File: config.mk
export PLATFORM = sky130hd
export DESIGN_NAME = buck_pwm_ctrl
export DESIGN_NICKNAME = d
export VERILOG_FILES = /design/src/rtl/buck_pwm_ctrl.sv
export SDC_FILE = /design/constraint.sdc
export NUM_CORES = 1
export LEC_CHECK = 0
export ABC_AREA = 0
export CAP_MARGIN = 40
export CORE_MARGIN = 2
export CORE_UTILIZATION = 54
export DETAILED_ROUTE_END_ITERATION = 10
export PLACE_DENSITY = 0.81
export SLEW_MARGIN = 5
export SYNTH_ARGS = -nofsm -noshare
export SYNTH_HDL_FRONTEND = slang
export SYNTH_SLANG_ARGS = --single-unit
File: constraint.sdc
create_clock -name clk -period 4.85 [get_ports clk]
set_input_delay 0.97 -clock clk [delete_from_list [all_inputs] [get_ports clk]]
set_output_delay 0.97 -clock clk [all_outputs]
set_load 0.005 [all_outputs]
File: src/rtl/buck_pwm_ctrl.sv
// Sequenced PWM gate controller for the buck power stage: period counter,
// boundary-shadowed duty, soft-start ramp and over-current fault with timed retry.
module buck_pwm_ctrl #(
  parameter int                      PERIOD        = 200,
  parameter int                      CNT_W         = 8,
  parameter int                      I_W           = 16,
  parameter logic signed [I_W-1:0]   OC_LIMIT      = 16'sd12000,
  parameter int                      SS_STEP       = 1,
  parameter int                      RETRY_PERIODS = 4
) (
  input  logic                  clk,
  input  logic                  rst,
  input  logic                  en,
  input  logic [CNT_W-1:0]      duty_cmd,
  input  logic signed [I_W-1:0] i_mag_code,
  output logic                  gate,
  output logic                  period_start,
  output logic [1:0]            state,
  output logic                  fault,
  output logic [CNT_W-1:0]      duty_active
);

  typedef enum logic [1:0] {
    ST_IDLE      = 2'd0,
    ST_SOFTSTART = 2'd1,
    ST_RUN       = 2'd2,
    ST_FAULT     = 2'd3
  } state_e;

  localparam int               RET_W    = $clog2(RETRY_PERIODS + 1);
  localparam logic [CNT_W-1:0] PERIOD_C = CNT_W'(PERIOD);
  localparam logic [CNT_W-1:0] LAST_C   = CNT_W'(PERIOD - 1);
  localparam logic [CNT_W:0]   STEP_C   = (CNT_W + 1)'(SS_STEP);
  localparam logic [RET_W-1:0] RET_LAST = RET_W'(RETRY_PERIODS - 1);

  state_e           state_q, state_d;
  logic [CNT_W-1:0] cnt_q, cnt_d;
  logic [CNT_W-1:0] duty_q, duty_d;
  logic [RET_W-1:0] retry_q, retry_d;
  logic             gate_q, gate_d;
  logic             ps_q, ps_d;
  logic             fault_q, fault_d;

  logic [CNT_W-1:0] cnt_clip;
  logic [CNT_W-1:0] cnt_adv;
  logic [CNT_W:0]   ramp_sum;
  logic [CNT_W-1:0] ramp_val;
  logic             at_wrap;
  logic             oc_trip;

  always_comb begin
    cnt_clip = (duty_cmd > PERIOD_C) ? PERIOD_C : duty_cmd;
    at_wrap  = (cnt_q == LAST_C);
    cnt_adv  = at_wrap ? '0 : cnt_q + 1'b1;
    oc_trip  = (i_mag_code > OC_LIMIT);
    ramp_sum = {1'b0, duty_q} + STEP_C;
    ramp_val = (ramp_sum > {1'b0, cnt_clip}) ? cnt_clip : ramp_sum[CNT_W-1:0];

    state_d = state_q;
    cnt_d   = cnt_q;
    duty_d  = duty_q;
    retry_d = retry_q;

    // Disable outranks both the trip and the boundary duty update.
    if (!en) begin
      state_d = ST_IDLE;
      cnt_d   = '0;
      duty_d  = '0;
      retry_d = '0;
    end else begin
      case (state_q)
        ST_IDLE: begin
          state_d = ST_SOFTSTART;
          cnt_d   = '0;
          duty_d  = '0;
          retry_d = '0;
        end
        ST_SOFTSTART, ST_RUN: begin
          if (oc_trip) begin
            state_d = ST_FAULT;
            cnt_d   = '0;
            duty_d  = '0;
            retry_d = '0;
          end else begin
            cnt_d = cnt_adv;
            if (at_wrap) begin
              if (state_q == ST_RUN || duty_cmd < duty_q) begin
                duty_d  = cnt_clip;
                state_d = ST_RUN;
              end else begin
                duty_d = ramp_val;
                if (ramp_val == cnt_clip) state_d = ST_RUN;
              end
            end
          end
        end
        ST_FAULT: begin
          cnt_d = cnt_adv;
          if (at_wrap) begin
            if (retry_q == RET_LAST) begin
              retry_d = '0;
              if (!oc_trip) begin
                state_d = ST_SOFTSTART;
                duty_d  = '0;
              end
            end else begin
              retry_d = retry_q + 1'b1;
            end
          end
        end
      endcase
    end

    // Outputs are derived from next-state values so they line up with cnt/duty.
    gate_d  = (state_d == ST_SOFTSTART || state_d == ST_RUN) && (cnt_d < duty_d);
    ps_d    = (cnt_d == '0) && (state_d != ST_IDLE);
    fault_d = (state_d == ST_FAULT);
  end

  always_ff @(posedge clk or posedge rst) begin
    if (rst) begin
      state_q <= ST_IDLE;
      cnt_q   <= '0;
      duty_q  <= '0;
      retry_q <= '0;
      gate_q  <= 1'b0;
      ps_q    <= 1'b0;
      fault_q <= 1'b0;
    end else begin
      state_q <= state_d;
      cnt_q   <= cnt_d;
      duty_q  <= duty_d;
      retry_q <= retry_d;
      gate_q  <= gate_d;
      ps_q    <= ps_d;
      fault_q <= fault_d;
    end
  end

  assign gate         = gate_q;
  assign period_start = ps_q;
  assign state        = state_q;
  assign fault        = fault_q;
  assign duty_active  = duty_q;

endmodule
### Word level (Yosys, flattened, before mapping)

Index checks and enable logic that the tools add are counted.

| storage, ports and cells | value |
|---|---|
| bits of input ports | 27 |
| register bits after elaboration | 24 |
| logic and storage cells | 63 |
| output and inout port bits | 13 |

| operators by class | value |
|---|---|
| add/subtract/negate cells | 3 |
| magnitude comparators | 5 |
| mux-type cells | 28 |
| reduce and logical (&&, ||, !) cells | 9 |
| equality and inequality tests | 11 |

Operator list:

| cell | count |
|---|---|
| two-way mux 8 bit | 12 |
| one-hot mux 8 bit (3 select lines) | 2 |
| greater-than comparator 16 x 15 -> 1 bit (second input constant) | 1 |
| less-than comparator 8 bit | 2 |
| two-way mux 2 bit | 8 |
| two-way mux 3 bit | 4 |
| adder 8 x 1 -> 9 bit (second input constant) | 1 |
| greater-than comparator 9 x 8 -> 1 bit | 1 |
| one-hot mux 3 bit (3 select lines) | 1 |
| adder 8 x 1 -> 8 bit (second input constant) | 1 |
| equality test 2 bit (second input constant) | 4 |
| equality test 8 bit | 1 |
| equality test 8 bit (second input constant) | 1 |
| greater-than comparator 8 bit (second input constant) | 1 |
| zero test 8 bit | 1 |
| != test 3 bit (second input constant) | 2 |
| one-hot mux 2 bit (3 select lines) | 1 |
| equality test 2 x 1 -> 1 bit (second input constant) | 2 |
| adder 3 x 1 -> 3 bit (second input constant) | 1 |
| equality test 3 x 2 -> 1 bit (second input constant) | 1 |
| logical AND 1 bit | 2 |
| zero test 2 bit | 1 |
| logical OR 1 bit | 2 |
| AND reduction 2 bit | 1 |
| other kinds (2) | 2 |

### Depth between registers and ports, before layout

| logic depth | value |
|---|---|
| depth after elaboration | 14 |
| mapped depth | 19 |
| depth with buffers taken out | 18 |

### Least setup slack after synthesis

Ideal clock, no wire load.

| timing path | value |
|---|---|
| kind | in2reg |
| from | input port duty_cmd[5] |
| to | register gate_q, in the netlist gate |
| library setup time | 0.066 ns |
| data required time | 4.784 ns |
| slack | -0.002 ns |
| stages on the path | 17 |
| arrival | 4.786 ns |
| path buffers | 1 |
| path through | o311ai_0 -> nand2_1 -> ha_1 -> a211oi_1 -> o221ai_1 -> a221oi_1 -> o211a_1 -> buf_2 -> mux2i_1 -> o21a_1 -> ha_1 -> a21o_1 -> a21o_1 -> a221o_1 -> nor3_1 -> a41o_1 -> a31o_1 |

| between the ends | value |
|---|---|
| longest elaborated chain between the ends | 14 |
| elaborated cells between the ends (all ways) | 23 |
| classes of those cells | order compare: 4; eq/ne: 3; mux: 13; reduce/logical: 3 |

Ends and longest elaborated chain:

| what | RTL line | text |
|---|---|---|
| start, declared | 14 | `input logic [CNT_W-1:0] duty_cmd,` |
| greater-than comparator 8 bit | 52 | `cnt_clip = (duty_cmd > PERIOD_C) ? PERIOD_C : duty_cmd;` |
| two-way mux 8 bit | 52 |  |
| greater-than comparator 9 x 8 -> 1 bit | 57 | `ramp_val = (ramp_sum > {1'b0, cnt_clip}) ? cnt_clip : ramp_sum[CNT_W-1:0];` |
| two-way mux 8 bit | 57 |  |
| equality test 8 bit | 92 | `if (ramp_val == cnt_clip) state_d = ST_RUN;` |
| two-way mux 2 bit | 92 |  |
| two-way mux 2 bit | 87 | `if (state_q == ST_RUN \|\| duty_cmd < duty_q) begin` |
| two-way mux 2 bit | 86 | `if (at_wrap) begin` |
| two-way mux 2 bit | 79 | `if (oc_trip) begin` |
| one-hot mux 2 bit (3 select lines) | 71 | `case (state_q)` |
| two-way mux 2 bit | 65 | `if (!en) begin` |
| equality test 2 x 1 -> 1 bit or equality test 2 bit (tied branches) | 115 | `gate_d = (state_d == ST_SOFTSTART \|\| state_d == ST_RUN) && (cnt_d < duty_d);` |
| logical OR 1 bit | 115 |  |
| logical AND 1 bit (*) | 115 |  |
| net gate_d | 40 | `logic gate_q, gate_d;` |
| end signal, assigned | 134 | `gate_q <= gate_d;` |
| end, declared | 40 |  |

The timed path passes the listed nets; every way through them passes the cells marked *.
A chain may end at the register's enable or synchronous reset.

### Worst setup path after layout

| timing path | value |
|---|---|
| from | input port duty_cmd[7] |
| to | register gate_q, in the netlist gate |

The elaborated chain is that of the path after synthesis.

==> summary.txt <==
Critical path
  – WP data arrival: 4.95 ns
  – Type of origin of the critical path: primary input
  – Critical path endpoint category: flop
  – CP Max Fanout: 6
  – RR Startpoint: duty_active[1]
  – Worst reg-to-reg setup slack: 0.34 ns
  – Reg2Reg Depth: 19
  – CP required: 5.07 ns
  – WS Path Type: primary input to flop
  – Worst Setup SP: duty_cmd[7]

Clocking
  – Root Driver: clkbuf_8
  – Clock-pin transition on the worst setup and hold timing paths: 0.09 ns
  – Clock sinks: 24
  – H-tree depth: 1
  – CTS Hold Buffers Added: 0
  – CTS tree: built
  – CTS max path bufs: 2
  – CTS Buf Count: 3
  – Clock latency reported for the late side of the worst-skew pair: 0.27 ns

Worst hold path
  – Hold path depth: 2
  – Hold wc startpoint: retry_q[2]
  – Hold Crit Class: flop to flop

Final layout
  – Layout cells sized above 1: 13.7%
  – # diodes: 0
  – Finished layout cell area: 3160 um2
  – Area delta synth->final: 29.3%
  – # fillers: 334
  – Fin nets: 401
  – Final non-filler cell total: 395

Floorplanning
  – DIE WIDTH: 71.3 um
  – Die area: 5080 um2
  – Initial core utilization: 56.1%
  – I/O Pins: 40
  – Placeable Area: 4350 um2
  – Floorplan row count: 24
  – Die height: 71.3 um

Logic synthesis
  – Register area share after synthesis: 24.6%
  – Post-Syn Area: 2440 um2
  – Syn nets: 343
  – Register bit count reported by yosys: 24
  – Top FF cell, synth: dfrtp_1
  – Ranking of synthesized cells by area: dfrtp_1 (25%), ha_1 (15%), nor2_1 (4.3%), xnor2_1 (3.6%), mux2i_1 (3.3%)
  – Count leader, synth: ha_1
  – Synth top area share: 24.6%
  – Synth warn: 0
  – Number of synthesized flops with an enable pin: 0
  – Post-synth ARST share: 100%
  – Cell variety after synth: 59
  – Area leader, netlist: dfrtp_1
  – Cells after Synth: 286
  – Syn Area/Cell: 8.54 um2
  – Post-synth top cells: ha_1 (30), nor2_1 (28), dfrtp_1 (24)

STA
  – Tcrit/Tclk final: 97.5%
  – Tmin final: 4.73 ns
  – Clock Skew: 0.00372 ns
  – Final setup fails: 0
  – Count of final max-slew check failures: 0
  – Max-slew headroom: 65.5%
  – Final WS setup: 0.120 ns
  – Final Hold Vio Count: 0
  – Setup_tns: 0 ns
  – Max Freq: 0.211 GHz
  – Slew @ Worst Pin: 0.512 ns

Routing
  – DR iter-0 viols: 218
  – # DRC: 0
  – Via count: 2458
  – Wirelength, routed: 6550 um
  – Vias per inst: 6.22
  – WL/cell: 16.6 um
  – Pre-antenna DRT Iters: 4
  – Post-route ant nets: 0

Outcome
  – Status: finished clean

Placed design
  – Placed instance area: 3030 um2
  – Placed cell count: 388
  – Setup WS pre-CTS: -0.318 ns
  – Buffers on Ports: 39
  – Post-DP HPWL: 4970 um
  – GPL Wtd Cong: 0.902

Global route
  – Initial antenna violation count: 0
  – Vias in the first global route: 2409
  – First-pass GRT wire length: 10800 um
  – Largest net degree at the start of global routing: 19
  – GRT Resource Usage Total: 26.3%
  – Overflow left after global routing: 0

Job
  – Max cap viols: 0

Pwr
  – Pwr per Cell Area: 203 nW/um2
  – Switching Fraction: 35.0%
  – Leakage power: 0.00143 uW
  – Pint: 417 uW
  – Comb pwr share: 44.0%
  – Reg power frac: 34.4%
  – Psw: 224 uW
  – Clk pwr share: 21.6%
  – Max VDD drop: 0.292 mV
-- registers in the layout (all words and copies together), names as in the netlist --
name / flops
cnt_q: 8
state: 2
period_start: 1
gate: 1
fault: 1
retry_q: 3
duty_active: 8
-- through the flow --
stage	utilization (%)	total power (uW)	hold WS, ns
floorplan	-	377	0.473
global placement	68.9	475	0.482
detailed placement	69.5	486	0.502
CTS	71.3	631	0.515
global route	72.6	680	0.533
finish	72.6	641	0.510
-- final timing paths --
check	end
worst max-delay path	gate
worst min-delay path	retry_q[2]
worst max register to register	gate
worst min register to register	retry_q[2]
max in group asynchronous	duty_active[4]
min in group asynchronous	state[0]
-- kinds of logic (layout without fill, tap and decap cells) --
family / count (synthesis) / count (layout) / share of synthesized area, %
AND/OR/NAND/NOR: 103 / 103 / 22.2
AO/OA/AOI/OAI: 73 / 73 / 22.5
adder cells (fa/ha/maj): 30 / 30 / 15.4
buffers and inverters: 29 / 86 / 5.17
flip-flops: 24 / 24 / 24.6
XOR/XNOR: 18 / 18 / 6.45
multiplexers: 9 / 9 / 3.74
-- layout make-up --
class | count | area, um2 | area share, %
multi-input cells | 233 | 1770 | 55.9
repair buffers | 64 | 606 | 19.2
flip-flops and latches | 24 | 601 | 19.0
inverters | 18 | 67.6 | 2.14
well taps | 52 | 65.1 | 2.06
clock buffers | 4 | 55.1 | 1.74
-- power groups by stage --
stage / Combinational, uW / Sequential (uW) / Clock [uW]
6_report: 282 / 220 / 138
5_1_grt: 307 / 222 / 150
2_1_floorplan: 153 / 224 / 0
4_1_cts: 269 / 221 / 141
3_3_place_gp: 251 / 224 / 0
3_5_place_dp: 261 / 224 / 0
-- critical path, cell delays in order --
cell and delay [ns]:
clkdlybuf4s50_1 0.60, buf_4 0.20, nand2_1 0.08, nand2_1 0.16
ha_1 0.27, nand4_1 0.12, o221ai_2 0.13, a221oi_2 0.23
o211a_1 0.25, buf_4 0.15, mux2i_2 0.24, a22oi_1 0.10
ha_1 0.20, a21o_1 0.18, a21o_1 0.17, a221o_1 0.38
nor3_2 0.22, a41o_1 0.20, a31o_1 0.09
-- routing by layer --
metal  track usage (%)  share of wire [%]  routed length, um  vias up
li1                  -                  -                  -     1188
met1              34.9                 44               2900     1151
met2              45.2                 48               3120      103
met3              3.66                6.0                395       16
met4              6.71                2.2                141        0
met5                 0                  0                  0        -
-- timing repair --
action	4_1_cts	5_1_grt
setup endpoints to repair	1	1
cloned	0	0
pin swaps	2	4
buffers inserted	2	1
resized for setup	1	11
-- cells in the final DEF, fill, tap and decap left out, types with 3 or more instances in the layout --
cell type	Yosys	layout
a21oi_1	6	6
mux2i_1	8	7
nand2b_1	6	6
xnor2_1	10	10
dlymetal6s2s_1	0	3
o22ai_1	3	3
buf_4	0	24
nor2_1	28	28
inv_1	18	18
and2_1	5	5
xor2_1	8	8
ha_1	30	30
clkdlybuf4s50_1	0	36
a31oi_1	8	7
dfrtp_1	24	24
nand2_1	21	21
or2_2	3	3
o21a_1	3	3
nand4_1	7	7
a22o_1	3	3
a21o_1	6	6
nand3_1	12	12
o21ai_1	2	3
clkbuf_8	0	4
and4_1	4	4
a22oi_1	3	3
o21ai_0	7	6
Power figures use the tool's default switching activity.
